<file path="src/rtl/instr_fetch_unit.sv">
// Instruction fetch stage: owns the PC, issues word requests to instruction memory
// and buffers returned words with their addresses in an in-order FIFO.
module instr_fetch_unit #(
  parameter logic [31:0] RESET_PC = 32'h0000_0000,
  parameter int unsigned DEPTH    = 2
) (
  input  logic        clk,
  input  logic        rst_n,
  output logic        imem_req_valid,
  output logic [31:0] imem_req_addr,
  input  logic        imem_req_ready,
  input  logic        imem_rsp_valid,
  input  logic [31:0] imem_rsp_data,
  input  logic        redirect,
  input  logic [31:0] redirect_pc,
  output logic        instr_valid,
  output logic [31:0] instr,
  output logic [31:0] instr_pc,
  input  logic        instr_ready
);

  localparam int unsigned PW = (DEPTH > 1) ? $clog2(DEPTH) : 1;
  localparam int unsigned CW = PW + 1;

  logic [31:0]   pc;
  logic [31:0]   fifo_word [DEPTH];
  logic [31:0]   fifo_addr [DEPTH];
  logic [31:0]   aq        [DEPTH];
  logic [PW-1:0] rd_ptr, wr_ptr, aq_rd, aq_wr;
  logic [CW-1:0] count, outstanding, discard;
  logic [CW:0]   inflight;
  logic          pop, accept, rsp_ok, push;

  assign pop    = instr_valid & instr_ready;
  assign rsp_ok = imem_rsp_valid & (outstanding != '0);
  assign push   = rsp_ok & ~redirect & (discard == '0);
  assign accept = imem_req_valid & imem_req_ready;

  // Slots already committed (buffered or in flight), crediting a pop this cycle
  assign inflight = {1'b0, count} + {1'b0, outstanding} - (CW+1)'(pop);

  assign imem_req_valid = rst_n & ~redirect & (inflight < (CW+1)'(DEPTH));
  assign imem_req_addr  = pc;

  assign instr_valid = (count != '0);
  assign instr       = fifo_word[rd_ptr];
  assign instr_pc    = fifo_addr[rd_ptr];

  always_ff @(posedge clk or negedge rst_n) begin
    if (!rst_n) begin
      pc          <= RESET_PC;
      count       <= '0;
      outstanding <= '0;
      discard     <= '0;
      rd_ptr      <= '0;
      wr_ptr      <= '0;
      aq_rd       <= '0;
      aq_wr       <= '0;
    end else begin
      if (redirect)    pc <= {redirect_pc[31:2], 2'b00};
      else if (accept) pc <= pc + 32'd4;

      if (accept) aq_wr <= aq_wr + 1'b1;
      if (rsp_ok) aq_rd <= aq_rd + 1'b1;

      outstanding <= outstanding + CW'(accept) - CW'(rsp_ok);

      // Everything still in flight at a redirect belongs to the abandoned stream
      if (redirect)                    discard <= outstanding - CW'(rsp_ok);
      else if (rsp_ok && discard != '0) discard <= discard - 1'b1;

      if (redirect) begin
        count  <= '0;
        rd_ptr <= '0;
        wr_ptr <= '0;
      end else begin
        count <= count + CW'(push) - CW'(pop);
        if (push) wr_ptr <= wr_ptr + 1'b1;
        if (pop)  rd_ptr <= rd_ptr + 1'b1;
      end
    end
  end

  always_ff @(posedge clk or negedge rst_n) begin
    if (!rst_n) begin
      for (int unsigned i = 0; i < DEPTH; i++) begin
        fifo_word[i] <= '0;
        fifo_addr[i] <= '0;
        aq[i]        <= '0;
      end
    end else begin
      if (accept) aq[aq_wr] <= pc;
      if (push) begin
        fifo_word[wr_ptr] <= imem_rsp_data;
        fifo_addr[wr_ptr] <= aq[aq_rd];
      end
    end
  end

  rsp_without_request: assert property (@(posedge clk) disable iff (!rst_n)
    !(imem_rsp_valid && outstanding == '0));

endmodule

</file>
<file path="config.mk">
export PLATFORM = sky130hd
export DESIGN_NAME = instr_fetch_unit
export DESIGN_NICKNAME = d
export VERILOG_FILES = /design/src/rtl/instr_fetch_unit.sv
export SDC_FILE = /design/constraint.sdc
export NUM_CORES = 1
export LEC_CHECK = 0
export CORE_ASPECT_RATIO = 0.75
export CORE_MARGIN = 4
export CORE_UTILIZATION = 50
export CTS_BUF_LIST = sky130_fd_sc_hd__clkbuf_4
export DETAILED_ROUTE_END_ITERATION = 8
export HOLD_SLACK_MARGIN = 0.15
export PLACE_DENSITY = 0.78
export SLEW_MARGIN = 20
export SYNTH_ARGS = -nofsm -noshare
export SYNTH_HDL_FRONTEND = slang
export SYNTH_SLANG_ARGS = --single-unit
</file>
<file path="constraint.sdc">
create_clock -name clk -period 2.78 [get_ports clk]
set_input_delay 0.556 -clock clk [delete_from_list [all_inputs] [get_ports clk]]
set_output_delay 0.556 -clock clk [all_outputs]
set_load 0.1 [all_outputs]
</file>
==> Word level (Yosys, flattened, before mapping) <==
Index checks and enable logic that the tools add are counted.
{ "word_totals": {"regBits": 234, "inputBits": 70, "out_inout_bits": 98, "wordCells": 82} }
{ "op_classes": {"n_addsub": 13, "n_lt_le_gt_ge": 7, "mux": 25, "bitwise_logic": 12, "n_reduce_logical": 11} }
{ "ops": {"columns": ["op", "count"], "rows": [
  ["two-way mux 32 bit", 13],
  ["bitwise mux 64 bit", 3],
  ["demux 32 bit (select 1 bit)", 2],
  ["adder 32 x 3 -> 32 bit (second input constant)", 1],
  ["nonzero test 2 bit", 7],
  ["greater-or-equal comparator 2 bit (second input constant)", 4],
  ["inverter 1 -> 2 bit", 4],
  ["AND 1 bit", 7],
  ["two-way mux 2 bit", 3],
  ["subtractor 2 x 1 -> 2 bit", 3],
  ["adder 1 bit (second input constant)", 4],
  ["adder 2 x 1 -> 2 bit", 2],
  ["less-than comparator 2 x 1 -> 1 bit (second input constant)", 2],
  ["two-way mux 1 bit", 4],
  ["adder 2 x 2 -> 3 bit", 1],
  ["logical AND 1 bit", 3],
  ["less-than comparator 3 x 2 -> 1 bit (second input constant)", 1],
  ["subtractor 3 x 1 -> 3 bit", 1],
  ["zero test 2 bit", 1],
  ["subtractor 2 x 1 -> 2 bit (second input constant)", 1],
  ["inverter 1 bit", 1]
]} }

==> Longest topological paths before layout <==
{ "logic_depth": {"ltp_word": 8, "depth_mapped": 13, "depth_no_buf": 12} }

==> Worst setup path before layout <==
Ideal clock, no wire load.
{ "synth_path": {"path_type": "reg-to-reg", "startpoint": "register count[0]", "endpoint": "register outstanding[1]", "setup_ns": 0.124, "arrival_ns": 3.221, "required_ns": 2.656, "slack_ns": -0.565, "stages_incl_launch_ff": 14, "path_buffers": 1, "synth_period_minus_slack_ns": 3.345, "path_cell_list": "dfrtp_1 or2_2 nand2_1 nor2_1 fa_1 nand4b_1 nor2_1 inv_1 buf_1 ha_1 inv_1 ha_1 xnor2_1 xnor2_1"} }
{ "synth_via": {"elab_chain_cells": 8, "elab_cells_between_ends": 9, "classes_between": "add/sub: 4; order compare: 1; bitwise: 3; reduce/logical: 1"} }
{ "synth_lines": {"columns": ["element", "line", "rtl"], "rows": [
  ["start, declared", "30", "logic [CW-1:0] count, outstanding, discard;"],
  ["start signal, assigned", "77", "count <= count + CW'(push) - CW'(pop);"],
  ["nonzero test 2 bit", "45", "assign instr_valid = (count != '0);"],
  ["named net instr_valid", "16", "output logic instr_valid,"],
  ["AND 1 bit", "34", "assign pop = instr_valid & instr_ready;"],
  ["subtractor 3 x 1 -> 3 bit", "40", "assign inflight = {1'b0, count} + {1'b0, outstanding} - (CW+1)'(pop);"],
  ["less-than comparator 3 x 2 -> 1 bit", "42", "assign imem_req_valid = rst_n & ~redirect & (inflight < (CW+1)'(DEPTH));"],
  ["AND 1 bit", "42", null],
  ["AND 1 bit", "37", "assign accept = imem_req_valid & imem_req_ready;"],
  ["adder 2 x 1 -> 2 bit", "66", "outstanding <= outstanding + CW'(accept) - CW'(rsp_ok);"],
  ["subtractor 2 x 1 -> 2 bit", "66", null],
  ["end signal, assigned", "66", null],
  ["end, declared", "30", null]
]} }
The timed path passes the listed nets, and every way through them passes these cells.
A chain may end at the register's enable or synchronous reset.

==> Worst setup path in the final report <==
{ "layout_path": {"startpoint": "register count[1]", "endpoint": "output port imem_req_valid"} }
{ "layout_via": {"elab_chain_cells": 5, "elab_cells_between_ends": 6, "classes_between": "add/sub: 2; order compare: 1; bitwise: 2; reduce/logical: 1"} }
{ "layout_lines": {"columns": ["element", "line", "rtl"], "rows": [
  ["parallel branches: the longest is 2 deep, another holds adder 2 x 2 -> 3 bit", null, null],
  ["subtractor 3 x 1 -> 3 bit *", "40", null],
  ["less-than comparator 3 x 2 -> 1 bit *", "42", null],
  ["AND 1 bit *", "42", null],
  ["end, declared", "9", "output logic imem_req_valid,"]
]} }
Mark *: on every way between the ends.

==> results <==
- The clock net sink count is 224.
- The worst register-to-register path ends at aq[35]$_DFFE_PN0P_.
- The number of inserted filler cells in the final layout is 1472.
- The highest fanout seen on the critical path is 3.
- After global routing the overflow that remains totals 0.
- The flow ran to the end, but the final reports show violations.
- Relative to the synthesized area, the layout overhead comes to 33.8%.
- The vertical extent of the die is about 130 um.
- Input and output buffers added on the ports amount to between 150 and 200.
- The checks that failed: negative setup slack.
- In this run the register-to-register setup slack is -0.08 ns.
- The placeable core area is about 0.020 mm^2.
- The first detailed-routing pass took 4 iterations.
- The fraction of layout cells with a size suffix above 1 is around half.
- The boundary pin count is 168.
- The post-route cell area is 0.0140 mm^2.
- Row generation in the floorplan step produced between 40 and 50 rows.
- The wire length after detailed routing is approximately 26000 um.
- dfrtp_1 takes more of the synthesized area than any other cell.
- Between clock sinks in the finished design, the worst skew comes to 0.0470 ns.
- In this run, synthesis produced a sequential element count of 224.
- For the worst setup path, the data required time is 2.22 ns.
- For this run, the number of standard cells in the final layout without fillers is around 1300.
- The top cell family by delay on the critical path is simple AND/OR/NAND/NOR gates.
- The combined buffer and inverter count along the critical path is 1.
- The CTS buffer count is 54.
- The number of setup violations in the final report is 31.
- After clock tree synthesis, the clock-pin slew on the worst setup and hold paths is 0.07 ns.
- Max-cap violations in this run came to 0.
- The first-pass GRT wire length is 40600 um.
- Sorting the synthesized cells by area gives the leading types as dfrtp_1 53%, mux2_2 30%, nand2_1 1.2%.
- The setup slack of the critical path after layout is -0.252 ns.
- The worst pin sits at a relative slew slack of about 45%.
- The startpoint of the most critical register-to-register path is count[1]$_DFF_PN0_.
- The initial antenna violation count is 1.
- In this run the remaining antenna-violating nets after routing total 0.
- The critical path goes through or2_4 > nand2_4 > nor2_4 > fa_2 > xor2_2 > and4_4 > buf_12.
- Among all flip-flop cells after synthesis, the most frequent one is dfrtp_1.
- The cell area that synthesis handed to floorplanning was 0.0105 mm^2.
- The kind of start point of the critical path is a flip-flop.
- The synthesized netlist contains between 50 and 60 unique library cells.
- Entering global routing, the biggest net connects 133 pins.
- On the worst path, the slowest cell contributes a delay of 0.42 ns.
- The number of hold-slack violations in the final timing report is 0.
- The worst path arrival time is ~2.5 ns.
- The effective utilization at floorplan is 51.3%.
- The static leakage is about 0.0065 uW.
- The die covers approximately 0.023 mm^2.
- The master cell of the clock root buffer is clkbuf_4.
- The later-pin clock latency in the skew report is 0.66 ns.
- Adding up every negative setup slack in the final design gives -1.73 ns.
- The number of global-route vias before repair is between 7000 and 8000.
- Global routing consumed, over all layers together, 21.5% of the routing resources.
- TritonCTS built the clock tree.
- Dividing the detail-routed via count by the number of cells gives around 5.6.
- After legalization and detailed placement, the total HPWL measured 17100 um.
- The classification of the worst setup path is flip-flop to output pin.
- In this run the horizontal extent of the chip is approximately 180 um.
- The routability congestion estimate is around 0.89.
- In the routed design, unresolved DRC markers number 0.
- The vias after detailed routing is approximately 7400.
- Derived from the worst setup path, the maximum achievable clock frequency is 330 MHz.
- After the first detailed-routing iteration, the DRC count stood at 419.
- The path depth of the worst reg2reg path is 12.
- In the finished design, the share of the clock period the worst path needs comes to 109%.
- The fraction of registers with async set or reset after synthesis is 100%.
- The number of placed instances, taps included, is 1224.
- The completed layout was analyzed and its total power is between 15000 and 20000 uW.
- Yosys printed 0 warnings.
- Across all hold checks on the routed design, the worst slack comes to 0.462 ns.
- IR analysis of the VDD net gives a maximum drop of ~800 uV.
- The number of buffers between clock root and the deepest sink is 3.
- Setup repair after global routing could not meet its margin everywhere.
- The placed standard-cell area is 0.0130 mm^2.
- Synthesis produced a netlist whose cell count is just under 800.
- Summing the sequential cell areas from Yosys gives about 53% of the chip area.
- At the end of the flow, the number of nets in the layout was 1097.
- After synthesis, the largest area contributor takes up 53.5% of total cell area.
- After synthesis, the mean cell area works out to roughly 13 um^2.
- The H-tree was split into 2 levels.
- The final critical delay including setup and external delays is 3.03 ns.
- The endpoint kind of the worst setup timing path is an output pin.
- At the pin with the least slew margin, the transition time is slightly above 0.8 ns.
- Dividing the detail-routed wire length by the instance count gives slightly below 20 um.
- The class of the most critical hold timing path is input port to async pin.
- The number of slew-limit violations in the final report is 0.
- The largest individual stage delay along the critical path comes from the cell dfrtp_1.
- The ratio of total power to cell area is 1270 mW/mm^2.
- The number of flops mapped to enable cells by yosys is 0.
- The total stage count of the critical path is 7.
[cell families (layout without fill, tap and decap cells)]
family	count (synthesis)	after routing	synth area share (%)
AOI/OAI and AO/OA	52	52	3.73
xor gates and xnor gates	13	13	1.09
adders and majority gates	9	9	1.15
buffers and inverters	68	327	2.94
DFF	224	224	53.5
muxes	282	282	30.3
other	1	5	0.0358
and+or+nand+nor	135	135	7.33
[registers in the layout, summed over array words and instances (netlist names)]
register / cells
aq_rd: 1
outstanding: 2
rd_ptr: 1
aq: 60
aq_wr: 1
discard: 2
fifo_word: 64
imem_req_addr: 30
wr_ptr: 1
fifo_addr: 60
count: 2
[metal layers]
metal	GRT usage (%)	routed length (um)
met1	30.3	11700
met2	33.2	12100
met3	5.84	2150
met4	5.76	371
met5	0	0
[final cells by class]
class                      instances  area [um^2]  area share [%]
clock inverter                     7         26.3           0.187
clock buffer                      77          578            4.12
antenna                            1         2.50          0.0178
inverter                          16         62.6           0.446
timing repair buffer             227         2580            18.4
multi-input combinational        495         4800            34.3
tap                              282          353            2.52
sequential                       224         5610            40.0
[tightest hold or removal path: cells and delay by family]
family	cells	cell delay (ns)
buf+inv	3	0.91
[through the flow]
step                util, %  worst slack, ns
floorplan                 -          -0.0842
global placement       63.7           -0.514
detailed placement     63.7           -0.501
CTS                    67.1           -0.259
global route           68.6           -0.350
finish                 68.6           -0.252
[synthesized netlist by cell type, types with 4 or more instances]
master and n:
buf_4 4, ha_1 8, nor2_1 14, nand2_1 33, and3_1 4, nor4_1 11, or4_1 12, a221o_1 6
inv_1 16, mux2_2 278, buf_2 22, nand3_1 22, clkbuf_1 12, o311ai_0 5, xor2_1 6, dfrtp_1 224
mux2i_1 4, xnor2_1 7, o211ai_1 12, buf_1 11, nand4_1 11, o21ai_0 9, a22oi_1 5
[repair_timing]
action | 4_1_cts | 5_1_grt
gates resized for setup | 5 | 44
hold buffers | 2 | 0
setup buffers | 6 | 10
cloned | 0 | 3
endpoints found under the setup margin | 52 | 73
endpoints found under the hold margin | 26 | 0
pin swaps | 5 | 8
[worst max-delay path by stage]
| stage | startpoint | endpoint | slack, ns |
|---|---|---|---|
| floorplan | count[1]$_DFF_PN0_ | outstanding[1]$_DFF_PN0_ | -0.08 |
| global placement | instr_ready | imem_req_addr[26]$_DFFE_PN0P_ | -0.51 |
| detailed placement | instr_ready | imem_req_addr[26]$_DFFE_PN0P_ | -0.50 |
| CTS | count[1]$_DFF_PN0_ | imem_req_valid | -0.26 |
| global route | count[1]$_DFF_PN0_ | imem_req_valid | -0.35 |
| finish | count[1]$_DFF_PN0_ | imem_req_valid | -0.25 |
[cells in the final DEF (no fill, tap or decap), drive strengths merged, types with 2 or more instances in the layout]
cell type	count
xnor2	7
nand2	33
a22oi	5
and4	2
nand3b	2
o21ai	9
buf	158
clkbuf	79
xor2	6
nor4	11
inv	17
nor3	2
a31oi	3
o211ai	12
mux2i	4
or2	2
nand3	23
ha	8
and3	4
a221o	7
a21oi	3
or3	3
nor2	14
clkinv	6
o311ai	6
clkdlybuf4s50	66
conb	4
nor3b	3
nor2b	3
nand4b	3
mux2	278
dfrtp	224
or4	13
and4b	2
nand4	12
[power by group]
group	internal [uW]	switching (uW)
Combinational	4050	6100
Clock	1250	1240
Sequential	4450	725
Total	9750	8060
No activity file was read; power rests on OpenSTA's default activity.
